<file path="config.mk">
export PLATFORM = sky130hd
export DESIGN_NAME = mem_port_arbiter_flat
export DESIGN_NICKNAME = d
export VERILOG_FILES = /design/src/rtl/mem_port_arbiter_if.sv /design/src/rtl/mem_port_arbiter.sv /design/src/flat_wrapper.sv
export SDC_FILE = /design/constraint.sdc
export NUM_CORES = 1
export LEC_CHECK = 0
export BUFFER_PORTS_ARGS = -buffer_cell sky130_fd_sc_hd__buf_2
export CAP_MARGIN = 20
export CORE_AREA = 2 2 107 109
export DETAILED_ROUTE_END_ITERATION = 6
export DIE_AREA = 0 0 109 111
export HOLD_SLACK_MARGIN = 0.1
export PLACE_DENSITY = 0.78
export SLEW_MARGIN = 20
export SYNTH_ARGS = -nofsm -noshare
export SYNTH_HDL_FRONTEND = slang
export SYNTH_SLANG_ARGS = --single-unit
export TNS_END_PERCENT = 1
</file>
<file path="constraint.sdc">
create_clock -name clk_i -period 1.6 [get_ports clk_i]
set_clock_uncertainty 0.15 [all_clocks]
set_input_delay 0.16 -clock clk_i [delete_from_list [all_inputs] [get_ports clk_i]]
set_output_delay 0.16 -clock clk_i [all_outputs]
set_load 0.01 [all_outputs]
</file>
<file path="src/rtl/mem_port_arbiter_if.sv">
`default_nettype none
// +--------------------------------------------------------------------------+
// | mem_port_arbiter_if                                                      |
// | Fetch, data and shared bus signals of the memory port arbiter.          |
// | Revision: 1.0                                                            |
// +--------------------------------------------------------------------------+
interface mem_port_arbiter_if #(
  parameter int ADDR_W = 32,
  parameter int DATA_W = 32
) ();
  // fetch requester
  logic                  if_req_i;
  logic [ADDR_W-1:0]     if_addr_i;
  logic                  if_rvalid_o;
  logic [DATA_W-1:0]     if_rdata_o;
  logic                  if_stall_o;
  // data requester
  logic                  d_rd_i;
  logic                  d_wr_i;
  logic [ADDR_W-1:0]     d_addr_i;
  logic [DATA_W-1:0]     d_wdata_i;
  logic [DATA_W/8-1:0]   d_be_i;
  logic                  d_rvalid_o;
  logic [DATA_W-1:0]     d_rdata_o;
  logic                  d_stall_o;
  // shared bus
  logic                  bus_req_o;
  logic                  bus_we_o;
  logic [ADDR_W-1:0]     bus_addr_o;
  logic [DATA_W-1:0]     bus_wdata_o;
  logic [DATA_W/8-1:0]   bus_be_o;
  logic                  bus_gnt_i;
  logic                  bus_rvalid_i;
  logic [DATA_W-1:0]     bus_rdata_i;

  modport master (
    input  if_req_i, if_addr_i,
    input  d_rd_i, d_wr_i, d_addr_i, d_wdata_i, d_be_i,
    input  bus_gnt_i, bus_rvalid_i, bus_rdata_i,
    output if_rvalid_o, if_rdata_o, if_stall_o,
    output d_rvalid_o, d_rdata_o, d_stall_o,
    output bus_req_o, bus_we_o, bus_addr_o, bus_wdata_o, bus_be_o
  );

  modport slave (
    output if_req_i, if_addr_i,
    output d_rd_i, d_wr_i, d_addr_i, d_wdata_i, d_be_i,
    output bus_gnt_i, bus_rvalid_i, bus_rdata_i,
    input  if_rvalid_o, if_rdata_o, if_stall_o,
    input  d_rvalid_o, d_rdata_o, d_stall_o,
    input  bus_req_o, bus_we_o, bus_addr_o, bus_wdata_o, bus_be_o
  );
endinterface
`default_nettype wire

</file>
<file path="src/rtl/mem_port_arbiter.sv">
`default_nettype none
// +--------------------------------------------------------------------------+
// | mem_port_arbiter                                                         |
// | Shares one single-outstanding bus port between fetch and data ports.    |
// | Optional macro ARB_ROUND_ROBIN_EN: alternate grants on contention.       |
// | Revision: 1.0                                                            |
// +--------------------------------------------------------------------------+
module mem_port_arbiter #(
  parameter int ADDR_W = 32,
  parameter int DATA_W = 32
) (
  input  logic               clk_i,
  input  logic               rst_n_i,
  mem_port_arbiter_if.master port
);

  localparam int   BE_W   = DATA_W / 8;
  localparam logic OWN_IF = 1'b0;
  localparam logic OWN_D  = 1'b1;

  typedef enum logic [1:0] {
    ST_IDLE = 2'd0,
    ST_REQ  = 2'd1,
    ST_WAIT = 2'd2
  } state_t;

  state_t              r_state;
  state_t              w_state_nxt;
  logic                r_owner;
  logic                w_owner_nxt;
  logic                r_bus_req;
  logic                w_bus_req_nxt;
  logic                r_we;
  logic                w_we_nxt;
  logic [ADDR_W-1:0]   r_addr;
  logic [ADDR_W-1:0]   w_addr_nxt;
  logic [DATA_W-1:0]   r_wdata;
  logic [DATA_W-1:0]   w_wdata_nxt;
  logic [BE_W-1:0]     r_be;
  logic [BE_W-1:0]     w_be_nxt;

  logic                w_if_pend;
  logic                w_d_pend;
  logic                w_grant_d;
  logic                w_done;

  assign w_if_pend = port.if_req_i;
  assign w_d_pend  = port.d_rd_i | port.d_wr_i;

`ifdef ARB_ROUND_ROBIN_EN
  logic r_last_owner;

  always_ff @(posedge clk_i) begin
    if (!rst_n_i) begin
      r_last_owner <= OWN_IF;
    end else if (w_done) begin
      r_last_owner <= r_owner;
    end
  end

  // On contention the requester that was not served last takes the bus.
  assign w_grant_d = w_d_pend & (~w_if_pend | (r_last_owner == OWN_IF));
`else
  assign w_grant_d = w_d_pend;
`endif

  // Response accepted in REQ together with gnt, or any time in WAIT; a cycle
  // held in reset never completes a transaction.
  assign w_done = rst_n_i &
                  (((r_state == ST_REQ) & port.bus_gnt_i & port.bus_rvalid_i) |
                   ((r_state == ST_WAIT) & port.bus_rvalid_i));

  always_comb begin
    w_state_nxt   = r_state;
    w_owner_nxt   = r_owner;
    w_bus_req_nxt = r_bus_req;
    w_we_nxt      = r_we;
    w_addr_nxt    = r_addr;
    w_wdata_nxt   = r_wdata;
    w_be_nxt      = r_be;

    case (r_state)
      ST_IDLE: begin
        if (w_if_pend | w_d_pend) begin
          w_state_nxt   = ST_REQ;
          w_bus_req_nxt = 1'b1;
          if (w_grant_d) begin
            w_owner_nxt = OWN_D;
            w_we_nxt    = port.d_wr_i;
            w_addr_nxt  = port.d_addr_i;
            w_wdata_nxt = port.d_wdata_i;
            w_be_nxt    = port.d_be_i;
          end else begin
            w_owner_nxt = OWN_IF;
            w_we_nxt    = 1'b0;
            w_addr_nxt  = port.if_addr_i;
            w_wdata_nxt = '0;
            w_be_nxt    = '1;
          end
        end
      end
      ST_REQ: begin
        if (port.bus_gnt_i) begin
          w_bus_req_nxt = 1'b0;
          w_state_nxt   = port.bus_rvalid_i ? ST_IDLE : ST_WAIT;
        end
      end
      ST_WAIT: begin
        if (port.bus_rvalid_i) begin
          w_state_nxt = ST_IDLE;
        end
      end
      default: begin
        w_state_nxt   = ST_IDLE;
        w_bus_req_nxt = 1'b0;
      end
    endcase
  end

  always_ff @(posedge clk_i) begin
    if (!rst_n_i) begin
      r_state   <= ST_IDLE;
      r_owner   <= OWN_IF;
      r_bus_req <= 1'b0;
      r_we      <= 1'b0;
      r_addr    <= '0;
      r_wdata   <= '0;
      r_be      <= '0;
    end else begin
      r_state   <= w_state_nxt;
      r_owner   <= w_owner_nxt;
      r_bus_req <= w_bus_req_nxt;
      r_we      <= w_we_nxt;
      r_addr    <= w_addr_nxt;
      r_wdata   <= w_wdata_nxt;
      r_be      <= w_be_nxt;
    end
  end

  assign port.bus_req_o   = r_bus_req;
  assign port.bus_we_o    = r_we;
  assign port.bus_addr_o  = r_addr;
  assign port.bus_wdata_o = r_wdata;
  assign port.bus_be_o    = r_be;

  assign port.if_rvalid_o = w_done & (r_owner == OWN_IF);
  assign port.d_rvalid_o  = w_done & (r_owner == OWN_D);
  assign port.if_rdata_o  = port.if_rvalid_o ? port.bus_rdata_i : '0;
  assign port.d_rdata_o   = port.d_rvalid_o  ? port.bus_rdata_i : '0;

  assign port.if_stall_o  = w_if_pend & ~port.if_rvalid_o;
  assign port.d_stall_o   = w_d_pend  & ~port.d_rvalid_o;

endmodule
`default_nettype wire

</file>
<file path="src/flat_wrapper.sv">
// flat-port wrapper written by rule: the top's interface ports become plain ports
module mem_port_arbiter_flat 
#(
  parameter int ADDR_W = 32,
  parameter int DATA_W = 32
)
  (clk_i, rst_n_i, port_if_req_i, port_if_addr_i, port_d_rd_i, port_d_wr_i, port_d_addr_i, port_d_wdata_i, port_d_be_i, port_bus_gnt_i, port_bus_rvalid_i, port_bus_rdata_i, port_if_rvalid_o, port_if_rdata_o, port_if_stall_o, port_d_rvalid_o, port_d_rdata_o, port_d_stall_o, port_bus_req_o, port_bus_we_o, port_bus_addr_o, port_bus_wdata_o, port_bus_be_o);
  mem_port_arbiter_if #(.ADDR_W(ADDR_W), .DATA_W(DATA_W)) port_i ();
  input  logic clk_i;
  input  logic rst_n_i;
  input wire logic [$bits(port_i.if_req_i)-1:0] port_if_req_i;
  input wire logic [$bits(port_i.if_addr_i)-1:0] port_if_addr_i;
  input wire logic [$bits(port_i.d_rd_i)-1:0] port_d_rd_i;
  input wire logic [$bits(port_i.d_wr_i)-1:0] port_d_wr_i;
  input wire logic [$bits(port_i.d_addr_i)-1:0] port_d_addr_i;
  input wire logic [$bits(port_i.d_wdata_i)-1:0] port_d_wdata_i;
  input wire logic [$bits(port_i.d_be_i)-1:0] port_d_be_i;
  input wire logic [$bits(port_i.bus_gnt_i)-1:0] port_bus_gnt_i;
  input wire logic [$bits(port_i.bus_rvalid_i)-1:0] port_bus_rvalid_i;
  input wire logic [$bits(port_i.bus_rdata_i)-1:0] port_bus_rdata_i;
  output wire logic [$bits(port_i.if_rvalid_o)-1:0] port_if_rvalid_o;
  output wire logic [$bits(port_i.if_rdata_o)-1:0] port_if_rdata_o;
  output wire logic [$bits(port_i.if_stall_o)-1:0] port_if_stall_o;
  output wire logic [$bits(port_i.d_rvalid_o)-1:0] port_d_rvalid_o;
  output wire logic [$bits(port_i.d_rdata_o)-1:0] port_d_rdata_o;
  output wire logic [$bits(port_i.d_stall_o)-1:0] port_d_stall_o;
  output wire logic [$bits(port_i.bus_req_o)-1:0] port_bus_req_o;
  output wire logic [$bits(port_i.bus_we_o)-1:0] port_bus_we_o;
  output wire logic [$bits(port_i.bus_addr_o)-1:0] port_bus_addr_o;
  output wire logic [$bits(port_i.bus_wdata_o)-1:0] port_bus_wdata_o;
  output wire logic [$bits(port_i.bus_be_o)-1:0] port_bus_be_o;
  assign port_i.if_req_i = port_if_req_i;
  assign port_i.if_addr_i = port_if_addr_i;
  assign port_i.d_rd_i = port_d_rd_i;
  assign port_i.d_wr_i = port_d_wr_i;
  assign port_i.d_addr_i = port_d_addr_i;
  assign port_i.d_wdata_i = port_d_wdata_i;
  assign port_i.d_be_i = port_d_be_i;
  assign port_i.bus_gnt_i = port_bus_gnt_i;
  assign port_i.bus_rvalid_i = port_bus_rvalid_i;
  assign port_i.bus_rdata_i = port_bus_rdata_i;
  assign port_if_rvalid_o = port_i.if_rvalid_o;
  assign port_if_rdata_o = port_i.if_rdata_o;
  assign port_if_stall_o = port_i.if_stall_o;
  assign port_d_rvalid_o = port_i.d_rvalid_o;
  assign port_d_rdata_o = port_i.d_rdata_o;
  assign port_d_stall_o = port_i.d_stall_o;
  assign port_bus_req_o = port_i.bus_req_o;
  assign port_bus_we_o = port_i.bus_we_o;
  assign port_bus_addr_o = port_i.bus_addr_o;
  assign port_bus_wdata_o = port_i.bus_wdata_o;
  assign port_bus_be_o = port_i.bus_be_o;
  mem_port_arbiter #(.ADDR_W(ADDR_W), .DATA_W(DATA_W)) u_core (.clk_i(clk_i), .rst_n_i(rst_n_i), .port(port_i));
endmodule
</file>
==> results of run 1 <==
## worst max-delay path by stage
stage	cells after the start	end	slack, ns
floorplan	4	port_if_rdata_o[19]	0.11
global placement	5	port_if_rdata_o[11]	0.09
detailed placement	5	port_if_rdata_o[11]	0.06
CTS	5	port_if_rdata_o[11]	-0.30
global route	5	port_if_rdata_o[27]	-0.38
finish	5	port_if_rdata_o[27]	-0.29
## per-layer routing
metal  up-vias  wire, um  part of all wire, %  GRT usage (%)
met5         -         0                    0              0
met3        51      1340                  8.7           6.82
met2       282      7510                   49           40.6
li1       2270         -                    -              -
met1      2150      6030                   39           27.8
met4         0       576                  3.7           12.9
## final cells by class
cell class / instances / area (um^2)
Multi-Input combinational cell: 319 / 1780
Clock inverter: 7 / 95.1
Inverter: 2 / 7.51
Fill cell: 964 / 4660
Antenna cell: 2 / 5.00
Tap cell: 143 / 179
Sequential cell: 73 / 1460
Timing Repair Buffer: 398 / 2660
Clock buffer: 9 / 225
## cell families after synthesis
family                 after synthesis
AOI/OAI and AO/OA                  142
buffers and inverters               46
DFF                                 73
and+or+nand+nor                    177
## through the flow
step                      worst slack (ns)  total power, uW
after floorplan                      0.109             2650
after global placement              0.0859             3160
after detailed placement            0.0601             3170
after CTS                           -0.298             5540
after global routing                -0.382             5770
final                               -0.293             5530
## synthesized netlist by cell type (2+ instances only)
| cell type | instances | share of area (%) |
|---|---|---|
| sky130_fd_sc_hd__a21oi_1 | 67 | 9.7 |
| sky130_fd_sc_hd__a21oi_2 | 2 | 0.51 |
| sky130_fd_sc_hd__a311oi_1 | 32 | 8.1 |
| sky130_fd_sc_hd__and2_1 | 64 | 12 |
| sky130_fd_sc_hd__buf_2 | 16 | 2.3 |
| sky130_fd_sc_hd__buf_4 | 3 | 0.65 |
| sky130_fd_sc_hd__buf_6 | 3 | 0.97 |
| sky130_fd_sc_hd__clkbuf_1 | 16 | 1.7 |
| sky130_fd_sc_hd__clkbuf_2 | 6 | 0.87 |
| sky130_fd_sc_hd__dfxtp_1 | 73 | 42 |
| sky130_fd_sc_hd__inv_1 | 2 | 0.22 |
| sky130_fd_sc_hd__nand2_1 | 67 | 7.3 |
| sky130_fd_sc_hd__nand3_1 | 32 | 4.6 |
| sky130_fd_sc_hd__nor2_1 | 6 | 0.65 |
| sky130_fd_sc_hd__o21ai_0 | 30 | 4.3 |
| sky130_fd_sc_hd__o21ai_1 | 5 | 0.72 |
| sky130_fd_sc_hd__o221a_2 | 4 | 1.3 |
## critical path, stage by stage (launching register included)
cell and delay (ns):
sky130_fd_sc_hd__dfxtp_2 0.33, sky130_fd_sc_hd__nand4b_1 0.24, sky130_fd_sc_hd__a21oi_2 0.21, sky130_fd_sc_hd__buf_12 0.18, sky130_fd_sc_hd__and2_1 0.16, sky130_fd_sc_hd__buf_2 0.14
## state kept, by name, indices dropped and copies added (netlist names)
signal                   cells
u_core.port.bus_addr_o      32
u_core.port.bus_wdata_o     32
u_core.r_state               2
u_core.r_owner               1
u_core.port.bus_we_o         1
u_core.port.bus_be_o         4
u_core.port.bus_req_o        1
## what timing repair did
| item | 4_1_cts | 5_1_grt |
|---|---|---|
| hold endpoints to repair | 72 | 0 |
| gates resized for setup | 1 | 0 |
| pin swaps | 18 | 8 |
| hold buffers | 105 | 0 |
| setup buffers | 0 | 0 |
| endpoints found under the setup margin | 68 | 75 |
## cells in the final DEF (no fill, tap or decap), types with 9 or more instances in the layout
| cell | count |
|---|---|
| sky130_fd_sc_hd__buf_4 | 9 |
| sky130_fd_sc_hd__clkbuf_16 | 9 |
| sky130_fd_sc_hd__dlygate4sd3_1 | 105 |
| sky130_fd_sc_hd__nand3_1 | 32 |
| sky130_fd_sc_hd__nand2_1 | 67 |
| sky130_fd_sc_hd__a21oi_1 | 67 |
| sky130_fd_sc_hd__dfxtp_1 | 72 |
| sky130_fd_sc_hd__buf_2 | 276 |
| sky130_fd_sc_hd__a311oi_1 | 32 |
| sky130_fd_sc_hd__o21ai_0 | 30 |
| sky130_fd_sc_hd__and2_1 | 64 |
## power by group through the flow
stage | sequential, uW | clock, uW | combinational, uW
floorplan | 2190 | 0 | 463
global placement | 2100 | 0 | 1060
finish | 2080 | 2150 | 1300
CTS | 2070 | 2210 | 1260
detailed placement | 2110 | 0 | 1060
global route | 2090 | 2270 | 1400
==> flow_metrics.env, run 1 <==
export IMPL_outcome="finished with violations"
export IMPL_violations="negative setup slack"
export IMPL_grt_first_pass_wirelength_mm=23.0
export IMPL_pin_count=277
export IMPL_dr_pass1_iters=5
export IMPL_setup_viol_count_final=68
export IMPL_share_seq_of_total_power_pct=37.6
export IMPL_netlist_cell_type_count=27
export IMPL_holdWs_ns=0.127
export IMPL_die_height_um=111
export IMPL_cts_path_max_buffers=2
export IMPL_cts_clk_slew_worst_paths_ns=0.06
export IMPL_synth_compound_area_share_pct=25.1
export IMPL_yosys_area_share_xor_xnor_pct=0
export IMPL_maximum_number_of_pins_on_one_net_before_global_route_repair=51
export IMPL_slew_viol_final=0
export IMPL_clock_sink_count=73
export IMPL_layout_area_overhead_vs_synth_pct=85.0
export IMPL_synthAdderAreaFrac_pct=0
export IMPL_synthesis_area_per_instance_um2=7.92
export IMPL_synth_simple_area_share_pct=26.0
export IMPL_cp_data_required_time_ns=1.29
export IMPL_endpoint_kind="output port"
export IMPL_maxSlewHeadroom_pct=78.5
export IMPL_final_min_clock_period_ns=1.89
export IMPL_first_global_vias=4656
export IMPL_max_slew_worst_pin_slew_ns=0.314
export IMPL_timing_hold_worst_endpoint="u_core.port.bus_req_o$_SDFFE_PN0P_"
export IMPL_gate_power_share_pct=23.5
export IMPL_yosys_register_bits=73
export IMPL_power_report_internal_total_uw=4000
export IMPL_worst_hold_path_num_cells=3
export IMPL_synthesis_instances=438
export IMPL_synth_warnings=0
export IMPL_placeableCoreArea_mm2=0.0111
export IMPL_floorplan_die_area_mm2=0.0121
export IMPL_maxCapViolCount=0
export IMPL_clock_latency_ns=0.32
export IMPL_synth_cell_area_mm2=0.00347
export IMPL_track_usage_pct=24.4
export IMPL_final_cells=953
export IMPL_worstPathArrival_ns=1.58
export IMPL_synth_ff_type="sky130_fd_sc_hd__dfxtp_1"
export IMPL_timing_hold_worst_start="rst_n_i"
export IMPL_r2r_start="u_core.r_state[1]$_SDFFE_PN0P_"
export IMPL_fmaxAchievable_mhz=528
export IMPL_largest_family_of_logic_cells_by_synthesized_area="simple AND/OR/NAND/NOR gates"
export IMPL_port_buffer_count=276
export IMPL_startpoint="u_core.r_state[1]$_SDFFE_PN0P_"
export IMPL_routed_via_count=4753
export IMPL_timing_critical_path_fanout_max=34
export IMPL_place_gp_congestion=0.914
export IMPL_cp_start_kind="flop"
export IMPL_placed_cells_incl_taps=830
export IMPL_ctsHtreeMaxLevel=3
export IMPL_grt_overflow=0
export IMPL_final_period_utilization_pct=118
export IMPL_hold_viol_final=0
export IMPL_post_route_util_pct=57.9
export IMPL_clock_share_of_power_pct=39.0
export IMPL_drc=0
export IMPL_worstRegToRegCells=5
export IMPL_reg2reg_to="u_core.port.bus_addr_o[11]$_SDFFE_PN0P_"
export IMPL_cts_tree="done"
export IMPL_initial_core_util_pct=31.3
export IMPL_initial_antenna_violation_count=2
export IMPL_dp_hpwl_mm=8.73
export IMPL_synth_mux_area_share_pct=0
export IMPL_grt_setup_unrepaired="yes"
export IMPL_irDropWorstVdd_mv=0.563
export IMPL_timing_reg2reg_setup_slack_ns=0.06
export IMPL_number_of_design_rule_violations_left_by_the_first_detailed_router_iteration=463
export IMPL_netSwitchingFraction_pct=27.7
export IMPL_hold_path_class="in -> reg"
export IMPL_post_detailed_route_via_to_cell_ratio=4.99
export IMPL_detail_route_wirelength_mm=15.5
export IMPL_synthesis_nets=577
export IMPL_design_area_mm2=0.00642
export IMPL_power_static_leakage_uw=0.00320
export IMPL_synth_sequential_area_ratio_pct=42.1
export IMPL_totalNegativeSetupSlack_ns=-16.60
export IMPL_num_rows=39
export IMPL_tritoncts_num_buffers=9
export IMPL_cell_at_the_root_of_the_clock_tree="sky130_fd_sc_hd__clkbuf_16"
export IMPL_total_switching_power_uw=1530
export IMPL_detailed_place_area_mm2=0.00504
export IMPL_wl_per_cell_um=16.2
export IMPL_final_layout_size_suffix_gt1_share_pct=39.9
export IMPL_synth_async_reset_ratio_pct=0
export IMPL_final_setup_slack_of_the_worst_path_ns=-0.293
export IMPL_chipWidth_um=109
export IMPL_route_antenna_remaining_nets=0
export IMPL_timing_worst_setup_path_type="reg -> out"
export IMPL_final_nets=942
export IMPL_synth_edf_count=0
export IMPL_powerDensity_mw_per_mm2=861
(Power assumes the default switching activity.)
==> run 2: changes to the inputs <==
Clock period 1.6 ns to 2.1 ns, I/O delays scaled along.
==> flow_metrics.env, run 2 (same netlist as run 1, synthesis figures left out) <==
export IMPL_irDropWorstVdd_mv=0.408
export IMPL_slowest_stage_cell_crit_path="sky130_fd_sc_hd__dlygate4sd3_1"
export IMPL_path_cells="nor2_4 -> buf_4 -> a21oi_1 -> a311oi_1 -> dlygate4sd3_1"
export IMPL_cp_start_kind="flop"
export IMPL_grt_overflow=0
export IMPL_grt_setup_unrepaired="no"
export IMPL_timing_reg2reg_setup_slack_ns=0.09
export IMPL_final_period_utilization_pct=95.6
export IMPL_layout_area_overhead_vs_synth_pct=83.7
export IMPL_cp_data_required_time_ns=2.21
export IMPL_final_layout_size_suffix_gt1_share_pct=40.0
export IMPL_design_area_mm2=0.00637
export IMPL_placeableCoreArea_mm2=0.0111
export IMPL_chipWidth_um=109
export IMPL_timing_critical_path_fanout_max=26
export IMPL_routed_via_count=4740
export IMPL_commonest_cells_after_routing_fill_and_taps_aside="276 x sky130_fd_sc_hd__buf_2, 104 x sky130_fd_sc_hd__dlygate4sd3_1, 71 x sky130_fd_sc_hd__dfxtp_1"
export IMPL_cts_path_max_buffers=2
export IMPL_placed_cells_incl_taps=827
export IMPL_final_nets=941
export IMPL_maximum_number_of_pins_on_one_net_before_global_route_repair=43
export IMPL_clock_sink_count=73
export IMPL_drc=0
export IMPL_endpoint_kind="flop"
export IMPL_max_slew_worst_pin_slew_ns=0.527
export IMPL_powerDensity_mw_per_mm2=655
export IMPL_post_detailed_route_via_to_cell_ratio=4.99
export IMPL_outcome="finished clean"
export IMPL_maxSlewHeadroom_pct=64.8
export IMPL_tritoncts_num_buffers=9
export IMPL_p_total_uw=4170
export IMPL_dp_hpwl_mm=8.86
export IMPL_totalNegativeSetupSlack_ns=0
export IMPL_pin_count=277
export IMPL_fmaxAchievable_mhz=498
export IMPL_detail_route_wirelength_mm=14.7
export IMPL_route_antenna_remaining_nets=0
export IMPL_grt_first_pass_wirelength_mm=22.1
export IMPL_port_buffer_count=276
export IMPL_num_rows=39
export IMPL_nFillCells=969
export IMPL_floorplan_die_area_mm2=0.0121
export IMPL_initial_antenna_violation_count=0
export IMPL_worstPathArrival_ns=2.12
export IMPL_track_usage_pct=22.9
export IMPL_clock_latency_ns=0.32
export IMPL_hold_path_class="in -> reg"
export IMPL_maxCapViolCount=0
export IMPL_most_common_library_cell_in_the_layout_ignoring_fill_and_taps="sky130_fd_sc_hd__buf_2"
export IMPL_worst_path_largest_cell_delay_ns=0.58
export IMPL_cts_tree="done"
export IMPL_wl_per_cell_um=15.5
export IMPL_die_height_um=111
export IMPL_ctsHtreeMaxLevel=3
export IMPL_power_static_leakage_uw=0.00323
export IMPL_final_cells=950
export IMPL_detailed_place_area_mm2=0.00495
export IMPL_antennaDiodeCount=0
export IMPL_number_of_design_rule_violations_left_by_the_first_detailed_router_iteration=412
export IMPL_slew_viol_final=0
export IMPL_final_min_clock_period_ns=2.01
export IMPL_timing_worst_setup_path_type="reg -> reg"
export IMPL_hold_viol_final=0
export IMPL_setup_viol_count_final=0
export IMPL_first_global_vias=4524
export IMPL_initial_core_util_pct=31.3
export IMPL_cell_at_the_root_of_the_clock_tree="sky130_fd_sc_hd__clkbuf_16"
export IMPL_dr_pass1_iters=5
export IMPL_cts_clk_slew_worst_paths_ns=0.06
export IMPL_place_gp_congestion=0.897
run 2: critical path, delay by kind of cell (launching register included):
family | cells | cell delay [ns]
buf+inv | 2 | 0.88
flops | 1 | 0.35
simple gates | 1 | 0.14
compound gates | 2 | 0.41
run 2: cell type report:
| cell class | instances | area (um^2) | area share, % |
|---|---|---|---|
| repair buffers | 397 | 2630 | 41.3 |
| clock buffers | 10 | 239 | 3.75 |
| inverters | 2 | 7.51 | 0.118 |
| well taps | 143 | 179 | 2.81 |
| flip-flops and latches | 73 | 1460 | 23.0 |
| clock inverters | 6 | 66.3 | 1.04 |
| multi-input cells | 319 | 1780 | 28.0 |
run 2: final timing paths:
check,from,end,cells after the start
worst max-delay path,u_core.r_state[1]$_SDFFE_PN0P_,u_core.port.bus_addr_o[28]$_SDFFE_PN0P_,5
worst min-delay path,rst_n_i,u_core.r_state[1]$_SDFFE_PN0P_,3
worst max register to register,u_core.r_state[1]$_SDFFE_PN0P_,u_core.port.bus_addr_o[28]$_SDFFE_PN0P_,5
worst min register to register,u_core.port.bus_wdata_o[3]$_SDFFE_PN0P_,u_core.port.bus_wdata_o[3]$_SDFFE_PN0P_,2
run 2: what timing repair did:
| action | in CTS | in global routing |
|---|---|---|
| pin swaps | 0 | 2 |
| resized for setup | 1 | 8 |
| buffers inserted | 0 | 2 |
| endpoints found under the hold margin | 71 | 0 |
| hold buffers | 104 | 0 |
| endpoints found under the setup margin | 1 | 98 |
| gates cloned | 0 | 1 |
run 2: stage by stage:
stage	hold WS, ns	utilization [%]	setup slack (ns)
after floorplan	0.129	-	0.559
after global placement	0.259	44.7	0.391
after detailed placement	0.263	44.7	0.353
after CTS	0.129	56.9	0.000608
after global routing	0.190	57.5	0.0180
final	0.153	57.5	0.0917
run 2: per-layer routing:
layer / GRT usage [%] / vias to the layer above / part of all wire (%)
li1: - / 2262 / -
met1: 27.5 / 2213 / 41
met2: 39.2 / 239 / 50
met3: 5.82 / 26 / 7.5
met4: 7.52 / 0 / 2.2
met5: 0 / - / 0
run 2: where the power goes:
group / leakage [uW] / total, uW / switching [uW] / internal, uW
logic: 0.00247 / 1040 / 506 / 529
registers: 0.000605 / 1580 / 66.9 / 1520
clock network: 0.000153 / 1560 / 600 / 957
total: 0.00323 / 4170 / 1170 / 3000
==> run 3: changes to the inputs <==
Settings changed: CORE_AREA 2 2 107 109 to unset, CORE_UTILIZATION set to 25, DIE_AREA 0 0 109 111 to unset, PLACE_DENSITY 0.78 to 0.66.
==> flow_metrics.env, run 3 (same netlist as run 1, synthesis figures left out) <==
export IMPL_outcome="finished clean"
export IMPL_placed_cells_incl_taps=859
export IMPL_path_cells="or2_1 -> nor2_4 -> buf_12 -> a311oi_1 -> dlygate4sd3_1"
export IMPL_detail_route_wirelength_mm=14.1
export IMPL_worstPathArrival_ns=2.12
export IMPL_cts_path_max_buffers=2
export IMPL_clock_latency_ns=0.33
export IMPL_tritoncts_num_buffers=9
export IMPL_grt_setup_unrepaired="yes"
export IMPL_final_cells=983
export IMPL_grt_first_pass_wirelength_mm=21.8
export IMPL_met2_usage_in_global_routing_pct=32.9
export IMPL_power_static_leakage_uw=0.00322
export IMPL_met1_usage_pct=23.2
export IMPL_place_gp_congestion=0.818
export IMPL_dr_pass1_iters=4
export IMPL_num_rows=42
export IMPL_final_setup_slack_of_the_worst_path_ns=0.0475
export IMPL_layout_area_overhead_vs_synth_pct=84.4
export IMPL_global_route_peak_usage_layer="met2"
export IMPL_floorplan_die_area_mm2=0.0143
export IMPL_routed_via_count=4625
export IMPL_grt_use_met3_pct=4.37
export IMPL_track_usage_pct=19.2
export IMPL_worst_path_largest_cell_delay_ns=0.59
export IMPL_cts_setup_buffers=0
export IMPL_detailed_place_area_mm2=0.00499
export IMPL_timing_worst_setup_path_type="reg -> reg"
export IMPL_placeableCoreArea_mm2=0.0134
export IMPL_preCtsSetupSlack_ns=0.340
export IMPL_slowest_stage_cell_crit_path="sky130_fd_sc_hd__dlygate4sd3_1"
export IMPL_route_antenna_remaining_nets=0
export IMPL_p_total_uw=4150
export IMPL_slew_viol_final=0
export IMPL_port_buffer_count=276
export IMPL_final_layout_size_suffix_gt1_share_pct=39.5
export IMPL_initial_core_util_pct=25.9
export IMPL_pin_count=277
export IMPL_chipWidth_um=120
export IMPL_final_min_clock_period_ns=2.05
export IMPL_final_period_utilization_pct=97.7
export IMPL_cp_data_required_time_ns=2.17
export IMPL_post_route_util_pct=47.7
export IMPL_clock_sink_count=73
export IMPL_max_slew_worst_pin_slew_ns=0.521
export IMPL_maxSlewHeadroom_pct=65.2
export IMPL_irDropWorstVdd_mv=0.504
export IMPL_first_global_vias=4476
export IMPL_commonest_cells_after_routing_fill_and_taps_aside="276 x sky130_fd_sc_hd__buf_2, 107 x sky130_fd_sc_hd__dlygate4sd3_1, 71 x sky130_fd_sc_hd__dfxtp_1"
export IMPL_powerDensity_mw_per_mm2=649
export IMPL_dp_hpwl_mm=8.70
export IMPL_endpoint_kind="flop"
export IMPL_hold_path_class="in -> reg"
export IMPL_timing_critical_path_fanout_max=32
export IMPL_maxCapViolCount=0
export IMPL_setup_viol_count_final=0
export IMPL_number_of_design_rule_violations_left_by_the_first_detailed_router_iteration=254
export IMPL_fmaxAchievable_mhz=487
export IMPL_post_detailed_route_via_to_cell_ratio=4.70
export IMPL_cell_at_the_root_of_the_clock_tree="sky130_fd_sc_hd__clkbuf_16"
export IMPL_drc=0
export IMPL_design_area_mm2=0.00639
export IMPL_cp_start_kind="flop"
export IMPL_most_common_library_cell_in_the_layout_ignoring_fill_and_taps="sky130_fd_sc_hd__buf_2"
export IMPL_maximum_number_of_pins_on_one_net_before_global_route_repair=45
export IMPL_die_height_um=120
export IMPL_initial_antenna_violation_count=1
export IMPL_cts_clk_slew_worst_paths_ns=0.06
export IMPL_cts_tree="done"
export IMPL_grt_overflow=0
export IMPL_hold_viol_final=0
export IMPL_wl_per_cell_um=14.4
export IMPL_ctsHtreeMaxLevel=3
export IMPL_final_nets=940
run 3: cell type report:
| type | instances | area, um^2 |
|---|---|---|
| Fill cell | 1279 | 7010 |
| Timing Repair Buffer | 396 | 2620 |
| Multi-Input combinational cell | 319 | 1790 |
| Sequential cell | 73 | 1460 |
| Clock buffer | 12 | 256 |
| Tap cell | 176 | 220 |
| Clock inverter | 3 | 40.0 |
| Inverter | 2 | 7.51 |
| Antenna cell | 2 | 5.00 |
run 3: timing repair:
item,4_1_cts,5_1_grt
hold buffers,107,0
resized for setup,2,8
hold endpoints to repair,71,0
endpoints found under the setup margin,42,102
pin swaps,0,2
run 3: critical path, delay by kind of cell (launching register included):
kind,cells,cell delay (ns)
flops,1,0.35
buf+inv,2,0.81
compound gates,1,0.14
simple gates,2,0.46
run 3: metrics by stage:
stage	hold WS (ns)	TNS [ns]
after floorplan	0.129	0
after CTS	0.115	0
after detailed placement	0.257	0
final	0.114	0
after global placement	0.263	0
after global routing	0.167	-0.0936
run 3: power by group:
part / total (uW) / switching [uW] / internal [uW]
Sequential: 1580 / 67.1 / 1520
Combinational: 1020 / 495 / 525
Clock: 1540 / 570 / 974
run 3: metal layers:
layer / vias up / part of all wire (%)
li1: 2267 / -
met3: 20 / 5.7
met1: 2145 / 44
met4: 0 / 2.1
met5: - / 0
met2: 193 / 48
run 3: path summary, 6_finish.rpt:
path	from	end	cells past startpoint	slack, ns
worst max-delay path	u_core.r_state[1]$_SDFFE_PN0P_	u_core.port.bus_addr_o[27]$_SDFFE_PN0P_	5	0.05
worst max register to register	u_core.r_state[1]$_SDFFE_PN0P_	u_core.port.bus_addr_o[27]$_SDFFE_PN0P_	5	0.05
worst min-delay path	port_bus_gnt_i	u_core.r_state[1]$_SDFFE_PN0P_	3	0.11
worst min register to register	u_core.port.bus_wdata_o[16]$_SDFFE_PN0P_	u_core.port.bus_wdata_o[16]$_SDFFE_PN0P_	2	0.32
